==> src/rtl/serial_add_pkg.sv <==
// Shared types and sizing helpers for the bit-serial adder.
package serial_add_pkg;

  typedef enum logic [1:0] {
    ST_IDLE  = 2'd0,
    ST_SHIFT = 2'd1,
    ST_DONE  = 2'd2
  } state_e;

  localparam int DEFAULT_WIDTH = 8;

  // Bit counter must hold 0..WIDTH-1; a 1-bit operand still needs a 1-bit counter.
  function automatic int cnt_width(input int w);
    return (w <= 1) ? 1 : $clog2(w);
  endfunction

endpackage

==> src/rtl/fulladder.sv <==
// Single-bit full-adder cell used by the serial adder datapath.
module fulladder (
  input  logic A,
  input  logic B,
  input  logic Cin,
  output logic sum,
  output logic C0
);

  assign sum = A ^ B ^ Cin;
  assign C0  = (A & B) | (Cin & (A ^ B));

endmodule

==> src/rtl/bit_serial_adder.sv <==
// Bit-serial adder, LSB first, one full-adder cell; optional signed-overflow flag
// under SERIAL_ADD_OVF_EN.
//   state    | meaning
//   ST_IDLE  | in_ready high, waiting for operands
//   ST_SHIFT | one bit pair added per cycle
//   ST_DONE  | result held with out_valid until out_ready
module bit_serial_adder
  import serial_add_pkg::*;
#(
  parameter int WIDTH = DEFAULT_WIDTH
) (
  input  logic             clk,
  input  logic             rst,
  input  logic             in_valid,
  output logic             in_ready,
  input  logic [WIDTH-1:0] a,
  input  logic [WIDTH-1:0] b,
  input  logic             cin,
  output logic             out_valid,
  input  logic             out_ready,
  output logic [WIDTH-1:0] sum,
  output logic             cout
`ifdef SERIAL_ADD_OVF_EN
  ,
  output logic             ovf
`endif
);

  localparam int CNT_W = cnt_width(WIDTH);

  state_e           state_q;
  logic [WIDTH-1:0] a_q, b_q, sum_q;
  logic [WIDTH-1:0] a_d, b_d, sum_d;
  logic [CNT_W-1:0] cnt_q;
  logic             carry_q, cout_q, in_ready_q, out_valid_q;
  logic             fa_s, fa_c;
`ifdef SERIAL_ADD_OVF_EN
  logic             ovf_q;
`endif

  fulladder u_fa (
    .A  (a_q[0]),
    .B  (b_q[0]),
    .Cin(carry_q),
    .sum(fa_s),
    .C0 (fa_c)
  );

  always_comb begin
    a_d = a_q >> 1;
    b_d = b_q >> 1;
    sum_d = sum_q >> 1;
    sum_d[WIDTH-1] = fa_s;
  end

  always_ff @(posedge clk) begin
    if (rst) begin
      state_q     <= ST_IDLE;
      a_q         <= '0;
      b_q         <= '0;
      sum_q       <= '0;
      cnt_q       <= '0;
      carry_q     <= 1'b0;
      cout_q      <= 1'b0;
      in_ready_q  <= 1'b1;
      out_valid_q <= 1'b0;
`ifdef SERIAL_ADD_OVF_EN
      ovf_q       <= 1'b0;
`endif
    end else begin
      case (state_q)
        ST_IDLE: begin
          if (in_valid) begin
            a_q        <= a;
            b_q        <= b;
            carry_q    <= cin;
            cnt_q      <= '0;
            in_ready_q <= 1'b0;
            state_q    <= ST_SHIFT;
          end
        end
        ST_SHIFT: begin
          a_q     <= a_d;
          b_q     <= b_d;
          sum_q   <= sum_d;
          carry_q <= fa_c;
          cnt_q   <= cnt_q + CNT_W'(1);
          if (cnt_q == CNT_W'(WIDTH - 1)) begin
            cout_q      <= fa_c;
`ifdef SERIAL_ADD_OVF_EN
            // carry_q here is the carry into the MSB, fa_c the carry out of it
            ovf_q       <= carry_q ^ fa_c;
`endif
            out_valid_q <= 1'b1;
            state_q     <= ST_DONE;
          end
        end
        ST_DONE: begin
          if (out_ready) begin
            out_valid_q <= 1'b0;
            in_ready_q  <= 1'b1;
            state_q     <= ST_IDLE;
          end
        end
        default: begin
          out_valid_q <= 1'b0;
          in_ready_q  <= 1'b1;
          state_q     <= ST_IDLE;
        end
      endcase
    end
  end

  assign in_ready  = in_ready_q;
  assign out_valid = out_valid_q;
  assign sum       = sum_q;
  assign cout      = cout_q;
`ifdef SERIAL_ADD_OVF_EN
  assign ovf       = ovf_q;
`endif

endmodule

==> config.mk <==
export PLATFORM = sky130hd
export DESIGN_NAME = bit_serial_adder
export DESIGN_NICKNAME = d
export VERILOG_FILES = /design/src/rtl/serial_add_pkg.sv /design/src/rtl/fulladder.sv /design/src/rtl/bit_serial_adder.sv
export SDC_FILE = /design/constraint.sdc
export NUM_CORES = 1
export LEC_CHECK = 0
export ABC_AREA = 0
export BUFFER_PORTS_ARGS = -buffer_cell sky130_fd_sc_hd__buf_2
export CAP_MARGIN = 5
export CORE_MARGIN = 5
export CORE_UTILIZATION = 30
export CTS_CLUSTER_DIAMETER = 120
export CTS_CLUSTER_SIZE = 40
export DETAILED_ROUTE_END_ITERATION = 12
export PLACE_DENSITY = 0.56
export SETUP_SLACK_MARGIN = 0.3
export SKIP_LAST_GASP = 1
export SLEW_MARGIN = 30
export SYNTH_ARGS = -nofsm -noshare
export SYNTH_HDL_FRONTEND = slang
export SYNTH_SLANG_ARGS = --single-unit
==> constraint.sdc <==
create_clock -name clk -period 1.5 [get_ports clk]
set_input_delay 0.225 -clock clk [delete_from_list [all_inputs] [get_ports clk]]
set_output_delay 0.225 -clock clk [all_outputs]
set_load 0.03 [all_outputs]
# After elaboration in Yosys (flattened, before gate mapping)
# Cells that the tools add are included.
# totals
regBits	33
input_bits	21
out_inout_bits	11
wordCells	48
# classes
add_sub_neg	1
n_eq_ne	6
muxes	18
n_bitwise	7
reduce_logical	7
# ops
op	count
$pmux 8 s2	2
$mux 8	2
$reduce_and 3->1	3
$mux 2	3
$ne 2x2->1 const B	3
$pmux 1 s3	2
$pmux 2 s3	1
$pmux 3 s2	1
$mux 1	5
$reduce_and 2->1	2
$add 3x1->3 const B	1
$eq 3x3->1 const B	1
$mux 3	1
$and 1x1->1	2
$eq 2x1->1 const B	1
$eq 2x2->1 const B	1
$logic_not 2->1	1
$not 1->1	2
$pmux 1 s2	1
$reduce_bool 2->1	1
$xor 1x1->1	2
$or 1x1->1	1

# Longest topological paths before layout
# logic_depth
ltp_word	4
mapped_depth	6
depth_no_buf	5

# By module
# A second synthesis with hierarchy kept.
# hier_totals
cells_unflattened	152
hier_area_um2	1402.6
# by_module_without_submodules
mod	instances	cells_each	area_per_inst_um2	seq_area_each_um2
bit_serial_adder	1	151	1382.6	660.6
fulladder	1	1	20.0	0.0

# Least setup slack after synthesis
# Ideal clock, no wire load.
# synth_timing
path_kind	flip-flop to flip-flop
startpoint	register state_q[0]
endpoint	register carry_q
setup_time_ns	0.122
t_arrival_ns	1.227
required_ns	1.378
slack_ns	0.151
stages_incl_launch_ff	7
n_path_buf	3
period_less_slack_ns	1.349
path_cell_list	dfxtp_1 -> buf_6 -> or3b_1 -> buf_6 -> buf_12 -> o221ai_2 -> a21oi_2
# synth_via
elab_chain_cells	3
word_cells_on_any_way	6
cone_classes	eq/ne: 2; mux: 1; reduce/logical: 3
# synth_lines
element	line	rtl
start: declaration	bit_serial_adder.sv:31	state_e state_q;
start signal: assignment	bit_serial_adder.sv:58	state_q <= ST_IDLE;
start signal: assignment	bit_serial_adder.sv:79	state_q <= ST_SHIFT;
start signal: assignment	bit_serial_adder.sv:95	state_q <= ST_DONE;
$eq 2x1->1 or $logic_not 2->1 (tied branches)	bit_serial_adder.sv:71	case (state_q)
$reduce_bool 2->1 (no source line) or $ne 2x2->1 (tied branches)	--	
$reduce_and 2->1 (no source line)	--	
end signal: assignment	bit_serial_adder.sv:76	carry_q <= cin;
end: declaration	bit_serial_adder.sv:35	logic carry_q, cout_q, in_ready_q, out_valid_q;
# Several ways; a longest one is shown, not always the timed one.
# A chain may end at the register's enable or synchronous reset.

# Final worst setup path
# layout_timing
startpoint	register state_q[1]
endpoint	register b_q[2]
# layout_via
elab_chain_cells	3
word_cells_on_any_way	6
cone_classes	eq/ne: 2; mux: 1; reduce/logical: 3
# layout_lines
element	line	rtl
$eq 2x1->1 or $logic_not 2->1 (tied branches)	bit_serial_adder.sv:71	
$reduce_bool 2->1 (no source line) or $ne 2x2->1 (tied branches)	--	
$reduce_and 2->1 (no source line)	--	
end signal: assignment	bit_serial_adder.sv:60	b_q <= '0;
end signal: assignment	bit_serial_adder.sv:75	b_q <= b;
end signal: assignment	bit_serial_adder.sv:84	b_q <= b_d;
end: declaration	bit_serial_adder.sv:32	logic [WIDTH-1:0] a_q, b_q, sum_q;
# Several ways; a longest one is shown, not always the timed one.

==> run summary <==
dfxtp_1 takes more of the synthesized area than any other cell. The diode insertion count for antenna repair is 0, and the number of pins with negative max-slew slack in the final report is 0. Counting tap cells, the placed design contains a total of 230 instances. The cell count after synthesis came out at 147. The routed layout has 1,146 vias. The area enclosed by the die boundary is 6205 um2.

The post-detailed-route count of antenna-violating nets is 0. The number of endpoints with negative hold slack in the final report is 0, and the total number of clock tree sinks is 33. Delay contributed by the slowest stage of the critical path: 440 ps. The first routing iteration left 44 violations. The first global-routing pass estimated 5292 um of wire. The critical path in this run is classified as flop to flop. For this run, design rule violations remaining after detail routing come to 0. The worst-margin pin slew was 305.5 ps. For this block, wires on met1 add up to 1410 um. Count of buffer and inverter cells on the critical path: 1. The element type at the critical path start is a flop. Once layout is done, the placed cells without fillers occupy 2003 um2. When the netlist entered floorplanning its net count stood at 171.

The cell with the biggest individual delay on the critical path was or3b_4. Dividing the detail-routed wire length by the instance count gives 13.64 um. The maximum net fanout on the critical path was 8; the met2 wire length was 1607 um.

Data on the critical path is required at its endpoint by 1670 ps. After clock tree synthesis, the clock-pin slew on the worst setup and hold paths is 70 ps. For this run, the share of the core covered by cells in the final layout is 42.98%.

The analysis attributes to cell leakage a power of 0.7807 nW. The met3 routed wirelength was 245 um; the fraction of layout instances using a drive strength above 1 was 46.03%. Across the VDD grid, the largest voltage drop is 0.5335 mV. CTS built an H-tree with a depth of 2. Setup repair after global routing could not meet its margin everywhere. In this run the horizontal extent of the chip is 78.77 um. The initial antenna violation count came out at 0. For the sequential element share of the synthesized area, the log shows 46.56%. After global routing the overflow that remains totals 0. In this run the mean area of a mapped cell was 9.652 um2.

Traced cell by cell, the critical path runs through or3b_4 -> buf_16 -> o221ai_2 -> a21oi_2. Setup violations remaining at the end of the flow were counted as 0. Standard-cell row count: 25.

The path length in cells of the critical path was 4; the relative max-transition margin was 79.63%. The clock passes through at most 2 buffers. Entering global routing, the biggest net connects 18 pins. In this run the top signal layer used is met4. The run finished with clean final reports. The tree is rooted in a clkbuf_8.

Buffers inserted to repair hold after CTS numbered 0. For this run, the number of Yosys warnings is 0. The length in cells of the worst reg-to-reg path came out at 4. The power per unit of standard cell area works out to 1026 nW/um2. STA classifies the critical path endpoint as a flop.

Relative to the synthesized area, the layout overhead comes to 41.18%. The count of input and output buffers was 31; the data arrival time of the critical path was 1440 ps. The global router's overall resource usage is 10.96%. The run gives 0 as the max-cap violation count. The smallest clock period supported by the final layout is computed as 1265 ps.

Broken down by cell family, the worst path's largest delay share belongs to simple AND/OR/NAND/NOR gates. The highest achievable clock rate was 0.7903 GHz. TritonCTS built the clock tree.

In this run the worst hold path is classified as primary input to flop. From bottom edge to top edge, the die measures 78.77 um. The total core area was 4661 um2; the number of search-and-repair iterations in the first detailed-routing pass was 4. The run gives 1644 um2 as the area of placed instances.

Between clock sinks in the finished design, the worst skew comes to 8.885 ps. The logs give 0 ps for the final total negative setup slack and 1,156 for the via count of the first global-routing pass. The logs give 290 ps for the clock latency on the worst-skew pair and 1419 um2 for the mapped cell area.

Routability-driven placement finished with a final weighted congestion of 0.7255. The per-cell via count in the routed design is 4.716, and the net total in the final layout is 212. The number of placed I/O pins was 32; the starting density of the core was 30.44%. The post-route fraction of the period consumed by the critical path came out at 84.36%.

Ranked by total cell area, the synthesized netlist is headed by dfxtp_1, o221ai_2, a21oi_1. Clock tree synthesis inserted a total of 5 buffers. The finished layout holds 243 standard cells, fillers aside. For the unique cell type count in the Yosys netlist, the log shows 27.

For this block, the routed nets add up to 3314 um of wire. Detailed placement ended at an HPWL of 2123 um. The cell depth of the worst min-delay path is 3. The synthesized flop and latch total came out at 33. The area share of the leading cell type in the synthesized netlist works out to 46.56%.
==> path summary, 6_finish.rpt <==
check | start | to | slack [ps]
worst max-delay path | state_q[1] | b_q[2] | 230
worst max register to register | state_q[1] | b_q[2] | 230
worst min register to register | sum[0] | sum[0] | 450
worst min-delay path | b[7] | b_q[7] | 210
==> repair_timing <==
action                     CTS  global route
pin swaps                    1             6
gates cloned                 2             2
setup buffers                1             0
gates resized for setup     10            21
setup endpoints to repair   23            30
==> cell families after synthesis <==
| family | count (synthesis) | share of synthesized area (%) |
|---|---|---|
| compound gates | 48 | 28.31 |
| simple gates | 33 | 10.32 |
| flops | 33 | 46.56 |
| buf+inv | 28 | 10.23 |
| fa+ha+maj | 3 | 3.174 |
| mux | 2 | 1.411 |
==> cell usage after synthesis <==
cell / number
nor3b_1: 1
nand3_1: 1
o221ai_1: 6
buf_6: 2
o21bai_1: 1
a22oi_1: 4
inv_1: 17
nor2b_1: 1
buf_4: 1
ha_1: 2
o21a_1: 1
buf_12: 1
fa_1: 1
mux2i_1: 2
nor3_1: 1
nor2_1: 6
o221ai_2: 9
or3b_1: 1
a21oi_1: 17
buf_2: 4
dfxtp_1: 33
nand2b_1: 2
a21oi_2: 9
o21ai_0: 1
nand3b_1: 1
clkbuf_1: 3
nand2_1: 19
==> registers in the layout (all words and copies together) (netlist names) <==
signal,cells
a_q,8
b_q,8
carry_q,1
cnt_q,3
cout,1
in_ready,1
out_valid,1
state_q,2
sum,8
==> metal layers <==
layer,up-vias,GRT usage [%]
met4,0,4.720
met1,517,13.87
li1,594,-
met5,-,0
met2,28,16.38
met3,7,4.422
==> worst reg2reg max path: cells and delay by family, from the launching register on <==
family,cells,cell delay [ps]
and+or+nand+nor,1,440
buffers and inverters,1,170
AOI/OAI and AO/OA,2,210
DFF,1,330
==> where the power goes <==
| part | internal (mW) | switching (mW) |
|---|---|---|
| clock | 0.415 | 0.324 |
| sequential | 0.928 | 0.0385 |
| combinational | 0.171 | 0.180 |
==> final cells by class <==
cell class / instances / area, um2
sequential: 33 / 663.1
fill: 458 / 2658
clock buffer: 7 / 96.34
multi-input combinational: 86 / 753.2
clock inverter: 1 / 5.005
inverter: 17 / 63.81
timing repair buffer: 45 / 354.1
tap: 54 / 67.56
==> metrics by stage <==
| step | worst slack (ps) | total power [mW] | hold slack, ps |
|---|---|---|---|
| 2_1_floorplan | 150.8 | 1.159 | 385.8 |
| 3_3_place_gp | 246.7 | 1.235 | 436.0 |
| 3_5_place_dp | 222.9 | 1.236 | 443.0 |
| 4_1_cts | 242.7 | 2.016 | 197.0 |
| 5_1_grt | 195.9 | 2.157 | 221.5 |
| 6_report | 234.7 | 2.056 | 209.1 |
==> placed cells by master, fill, tap and decap left out, types with 2 or more instances in the layout <==
cell type	synthesis	final
a21oi_1	17	17
buf_2	4	32
dfxtp_2	0	2
mux2i_1	2	2
buf_8	0	2
buf_4	1	4
inv_1	17	17
o221ai_4	0	5
dfxtp_1	33	31
buf_16	0	2
a22oi_2	0	2
nand2_1	19	19
clkbuf_8	0	7
nor2_1	6	6
a21oi_2	9	9
buf_6	2	3
a22oi_1	4	2
o221ai_2	9	10
No activity file was read; power rests on OpenSTA's default activity.
